**src/rtl/uart_rx_frame.sv**
```systemverilog
// Oversampled UART receiver: 8N1 framing, or 8E1 when UART_RX_PARITY_EN is defined.
// Single-entry output buffer with acknowledge handshake plus framing/overrun/parity pulses.
module uart_rx_frame #(
  parameter int OVERSAMPLE  = 16,
  parameter int SYNC_STAGES = 2
) (
  input  logic       clk,
  input  logic       rst,
  input  logic       rx_tick,
  input  logic       rx_in,
  input  logic       rx_ack,
  output logic [7:0] data_out,
  output logic       rx_valid,
  output logic       rx_busy,
  output logic       frame_err,
  output logic       overrun,
  output logic       parity_err
);

  localparam int TW = $clog2(OVERSAMPLE);
  localparam logic [TW-1:0] TICK_MID  = TW'(OVERSAMPLE / 2 - 1);
  localparam logic [TW-1:0] TICK_LAST = TW'(OVERSAMPLE - 1);

`ifdef UART_RX_PARITY_EN
  typedef enum logic [2:0] {
    IDLE = 3'd0, START = 3'd1, DATA = 3'd2, STOP = 3'd3, BREAK = 3'd4, PARITY = 3'd5
  } state_t;
`else
  typedef enum logic [2:0] {
    IDLE = 3'd0, START = 3'd1, DATA = 3'd2, STOP = 3'd3, BREAK = 3'd4
  } state_t;
`endif

  state_t                 state_q;
  logic [SYNC_STAGES-1:0] sync_q;
  logic [TW-1:0]          tick_q;
  logic [TW-1:0]          tick_d;
  logic [2:0]             bit_q;
  logic [7:0]             shift_q;
  logic [7:0]             shift_d;
  logic [7:0]             data_q;
  logic                   valid_q;
  logic                   busy_q;
  logic                   ferr_q;
  logic                   ovr_q;
  logic                   rxs;
`ifdef UART_RX_PARITY_EN
  logic                   perr_q;
  logic                   pbad_q;
`endif

  // Metastability guard: the line idles high, so the chain resets to ones.
  always_ff @(posedge clk or negedge rst) begin
    if (!rst) begin
      sync_q <= '1;
    end else begin
      sync_q <= {sync_q[SYNC_STAGES-2:0], rx_in};
    end
  end

  assign rxs     = sync_q[SYNC_STAGES-1];
  assign tick_d  = tick_q + TW'(1);
  assign shift_d = {rxs, shift_q[7:1]};

  // Receive FSM; counters only move on oversample ticks, flags are one-clk pulses.
  always_ff @(posedge clk or negedge rst) begin
    if (!rst) begin
      state_q <= IDLE;
      tick_q  <= '0;
      bit_q   <= 3'd0;
      shift_q <= 8'h00;
      data_q  <= 8'h00;
      valid_q <= 1'b0;
      busy_q  <= 1'b0;
      ferr_q  <= 1'b0;
      ovr_q   <= 1'b0;
`ifdef UART_RX_PARITY_EN
      perr_q  <= 1'b0;
      pbad_q  <= 1'b0;
`endif
    end else begin
      ferr_q <= 1'b0;
      ovr_q  <= 1'b0;
`ifdef UART_RX_PARITY_EN
      perr_q <= 1'b0;
`endif
      if (rx_ack && valid_q) begin
        valid_q <= 1'b0;
      end
      if (rx_tick) begin
        case (state_q)
          IDLE: begin
            if (!rxs) begin
              state_q <= START;
              tick_q  <= '0;
              busy_q  <= 1'b1;
            end
          end
          START: begin
            if (tick_q == TICK_MID) begin
              tick_q <= '0;
              bit_q  <= 3'd0;
              if (!rxs) begin
                state_q <= DATA;
              end else begin
                state_q <= IDLE;
                busy_q  <= 1'b0;
              end
            end else begin
              tick_q <= tick_d;
            end
          end
          DATA: begin
            if (tick_q == TICK_LAST) begin
              tick_q  <= '0;
              shift_q <= shift_d;
              bit_q   <= bit_q + 3'd1;
              if (bit_q == 3'd7) begin
`ifdef UART_RX_PARITY_EN
                state_q <= PARITY;
`else
                state_q <= STOP;
`endif
              end
            end else begin
              tick_q <= tick_d;
            end
          end
`ifdef UART_RX_PARITY_EN
          PARITY: begin
            if (tick_q == TICK_LAST) begin
              tick_q  <= '0;
              pbad_q  <= (^shift_q) ^ rxs;
              state_q <= STOP;
            end else begin
              tick_q <= tick_d;
            end
          end
`endif
          STOP: begin
            if (tick_q == TICK_LAST) begin
              tick_q <= '0;
              if (rxs) begin
                state_q <= IDLE;
                busy_q  <= 1'b0;
`ifdef UART_RX_PARITY_EN
                if (pbad_q) begin
                  perr_q <= 1'b1;
                end else begin
                  data_q  <= shift_q;
                  valid_q <= 1'b1;
                  ovr_q   <= valid_q & ~rx_ack;
                end
`else
                data_q  <= shift_q;
                valid_q <= 1'b1;
                ovr_q   <= valid_q & ~rx_ack;
`endif
              end else begin
                ferr_q  <= 1'b1;
                state_q <= BREAK;
              end
            end else begin
              tick_q <= tick_d;
            end
          end
          BREAK: begin
            if (rxs) begin
              state_q <= IDLE;
              busy_q  <= 1'b0;
            end
          end
          default: begin
            state_q <= IDLE;
            busy_q  <= 1'b0;
          end
        endcase
      end
    end
  end

  assign data_out  = data_q;
  assign rx_valid  = valid_q;
  assign rx_busy   = busy_q;
  assign frame_err = ferr_q;
  assign overrun   = ovr_q;
`ifdef UART_RX_PARITY_EN
  assign parity_err = perr_q;
`else
  assign parity_err = 1'b0;
`endif

endmodule
```
**config.mk**
```make
export PLATFORM = sky130hd
export DESIGN_NAME = uart_rx_frame
export DESIGN_NICKNAME = d
export VERILOG_FILES = /design/src/rtl/uart_rx_frame.sv
export SDC_FILE = /design/constraint.sdc
export NUM_CORES = 1
export LEC_CHECK = 0
export ABC_AREA = 1
export CAP_MARGIN = 10
export CORE_ASPECT_RATIO = 1.5
export CORE_MARGIN = 4
export CORE_UTILIZATION = 40
export CTS_CLUSTER_SIZE = 16
export DETAILED_ROUTE_END_ITERATION = 10
export GPL_TIMING_DRIVEN = 0
export PLACE_DENSITY = 0.71
export SYNTH_ARGS = -nofsm -noshare
export SYNTH_HDL_FRONTEND = slang
export SYNTH_SLANG_ARGS = --single-unit
```
**constraint.sdc**
```tcl
create_clock -name clk -period 3.45 [get_ports clk]
set_clock_uncertainty 0.1 [all_clocks]
set_input_delay 0.69 -clock clk [delete_from_list [all_inputs] [get_ports clk]]
set_output_delay 0.69 -clock clk [all_outputs]
set_load 0.02 [all_outputs]
```
==> flow_summary.yaml, run 1 <==
timing:
  fin_crit_ns: 2.05
  worst_slack_ns: 1.40
  relSlewSlack: 0.540
  finalSetupTns_ns: 0
  hold_viol_final: 0
  max_freq_mhz: 488
  finalSetupViolCount: 0
  whs_ns: 0.256
  timing_worst_slew_pin_value_ns: 0.690
  rsz0062_at_grt: "false"
  maxSlewViolCount: 0
  fin_crit_sh: 0.594
min_path:
  min_path_type: "flop to flop"
  holdPathStages: 0
  holdPathEnd: "sync_q[1]$_DFF_PN1_"
  hp-start: "sync_q[0]$_DFF_PN1_"
flow_run:
  maxCapViolations: 0
yosys:
  synth_commonest_cells: "nand2_1, dfrtp_1, inv_1, nand3_1, o21ai_1"
  yosysSeqAreaShare: 0.531
  synth_xor_area_frac: 0
  synth-main-ff-cell: "dfrtp_1"
  synth_area_sq_mm: 0.00151
  synth_edf_count: 0
  synth_compound_area_frac: 0.115
  syn_inst: 171
  ys_seq_elements: 32
  yosys.area.top_type: "dfrtp_1"
  synth_top_area_frac: 0.496
  synth_area_leaders: "dfrtp_1, nand2_1, o21ai_2"
  ys_warn_count: 0
  yosys.area_share.adder: 0.0248
  synthArstFlopShare: 1.00
  syn_nets: 179
  ys_types: 22
  muxShareOfSynthArea: 0
  synth.most_common_cell: "nand2_1"
  synth_simple_gate_area_frac: 0.247
  avgSynthCellArea_sq_um: 8.85
  synth_top_family_by_area: "simple AND/OR/NAND/NOR gates"
grt:
  antenna_found_initial: 0
  grt_pass1_wl_microns: 5020
  grt_pass1_vias: 1141
  grt_max_degree: 33
  grt_overflow: 0
  grtUsageTotal: 0.135
detailed_routing:
  drt_iter0_markers: 61
  drtPass1Iterations: 4
  avgRoutedWirePerCell_microns: 11.5
  drt_wl_total_microns: 2730
  post-route-drc-count: 0
  routed_via_density: 4.77
  ant_nets: 0
  vias: 1136
die:
  rows: 27
  initial_utilization: 0.415
  die-area_sq_mm: 0.00485
  die_x_microns: 58.2
  core-area_sq_mm: 0.00365
  ios: 18
  die_y_microns: 83.3
power_and_ir_drop:
  p_per_area_mw_per_mm2: 567
  ir_worst_vdd_mv: 0.406
  p_leak_uw: 0.000872
placed_design:
  numPortBuffers: 16
  place_ws_ns: 1.34
  place_area_sq_mm: 0.00172
  hpwl_microns: 1980
  place.gp.congestion: 0.838
worst_setup_path:
  r2r_start: "tick_q[1]$_DFFE_PN0P_"
  crit_chain: "clkdlybuf4s50_1"
  worstSetupStartpointType: "flop"
  cp_slowest_cell: "clkdlybuf4s50_1"
  worstSetupPathType: "flop to output pin"
  crit_start: "data_out[7]$_DFFE_PN0P_"
  cp_num_buf_inv: 1
  crit_family: "buffers and inverters"
  endpoint_kind: "output pin"
  rr_worst_depth: 7
  reg2reg_to: "shift_q[5]$_DFFE_PN0P_"
  max_stage_delay_ns: 0.61
  critPathMaxFanout: 2
  worstPathRequired_ns: 2.66
  cp.arrival_ns: 1.26
  r2r_setup_slack_ns: 1.87
clocking:
  htreeDepth: 2
  worstSkewPairLatency_ns: 0.28
  clkTransAtPathRegs_ns: 0.07
  cts_hold_buffers: 0
  cts_tree: "done"
  numCtsBuffers: 5
  clockRootBuffer: "clkbuf_8"
  cts_setup_buffers: 0
  cts_buffer_depth: 2
  cts.sinks: 32
  cts_resized: 0
layout:
  insertedDiodeCount: 0
  post-route-util: 0.501
  syn2layout_area_growth_pct: 20.9
  fillers: 368
  design_area_sq_mm: 0.00183
  drive_gt1_frac: 0.185
  nNetsFinal: 202
run_status:
  status: "completed"
==> routing by layer <==
metal	vias to the layer above	routed length [microns]	global-route usage
li1	579	-	-
met1	535	1120	0.154
met5	-	0	0
met3	5	124	0.0467
met2	17	1440	0.217
met4	0	51	0.0696
==> state kept, by name, summed over array words and instances (netlist names) <==
register	count
data_out	8
shift_q	8
tick_q	4
bit_q	3
state_q	3
sync_q	2
frame_err	1
overrun	1
rx_busy	1
rx_valid	1
==> cells in the final DEF (no fill, tap or decap), types with 4 or more instances in the layout <==
master	synthesis	routed
dfrtp_1	30	30
clkbuf_8	0	5
a21oi_1	4	4
o21ai_1	11	11
nand3_1	11	11
clkdlybuf4s50_1	0	15
nor2_1	8	8
o21ai_0	4	4
o21ai_2	9	9
nand2_1	49	49
nand2_2	4	4
inv_1	20	20
==> worst max-delay path by stage <==
stage | cells after the start | slack (ns) | to
after CTS | 1 | 1.38 | data_out[7]
final | 1 | 1.40 | data_out[7]
after global placement | 1 | 0.96 | bit_q[1]$_DFFE_PN0P_
after global routing | 1 | 1.35 | data_out[7]
after detailed placement | 6 | 1.34 | data_out[2]$_DFFE_PN0P_
after floorplan | 6 | 2.01 | shift_q[5]$_DFFE_PN0P_
==> through the flow <==
step,cells,total power [uW]
4_1_cts,238,1060
3_5_place_dp,230,699
2_1_floorplan,171,633
6_report,238,1040
5_1_grt,238,1120
3_3_place_gp,230,697
==> final cells by class <==
| cell class | instances | area (sq um) | share of cell area |
|---|---|---|---|
| clock inverters | 2 | 35.0 | 0.0192 |
| repair buffers | 16 | 155 | 0.0848 |
| inverters | 22 | 82.6 | 0.0451 |
| clock buffers | 6 | 72.6 | 0.0397 |
| plain buffers | 4 | 37.5 | 0.0205 |
| well taps | 43 | 53.8 | 0.0294 |
| multi-input cells | 113 | 589 | 0.322 |
| flip-flops and latches | 32 | 803 | 0.439 |
==> where the power goes <==
| group | switching, uW | internal, uW | total [uW] | leakage, uW |
|---|---|---|---|---|
| registers | 40.6 | 412 | 453 | 0.000434 |
| clock network | 134 | 214 | 348 | 0.0000552 |
| logic | 151 | 85.8 | 237 | 0.000383 |
| total | 326 | 712 | 1040 | 0.000872 |
==> cell families after synthesis <==
group                    after synthesis
flip-flops                            32
buffers and inverters                 26
other                                  1
adder cells (fa/ha/maj)                3
AO/OA/AOI/OAI                         28
AND/OR/NAND/NOR                       81
Power figures use the tool's default switching activity.
==> run 2, diff against run 1 <==
==> constraint.sdc (replaced) <==
create_clock -name clk -period 1.9 [get_ports clk]
set_clock_uncertainty 0.1 [all_clocks]
set_input_delay 0.38 -clock clk [delete_from_list [all_inputs] [get_ports clk]]
set_output_delay 0.38 -clock clk [all_outputs]
set_load 0.02 [all_outputs]
==> results of run 2 <==
Same layout as run 1 (identical final DEF). Status: completed.
Main changes from that run: setup slack after placement 1.34 ns -> 0.0986 ns; setup slack after layout 1.40 ns -> 0.162 ns; hold slack 0.256 ns -> 0.0338 ns; register-to-register setup slack 1.87 ns -> 0.32 ns; total power 1040 uW -> 1880 uW; worst IR drop on VDD 0.406 mV -> 0.738 mV
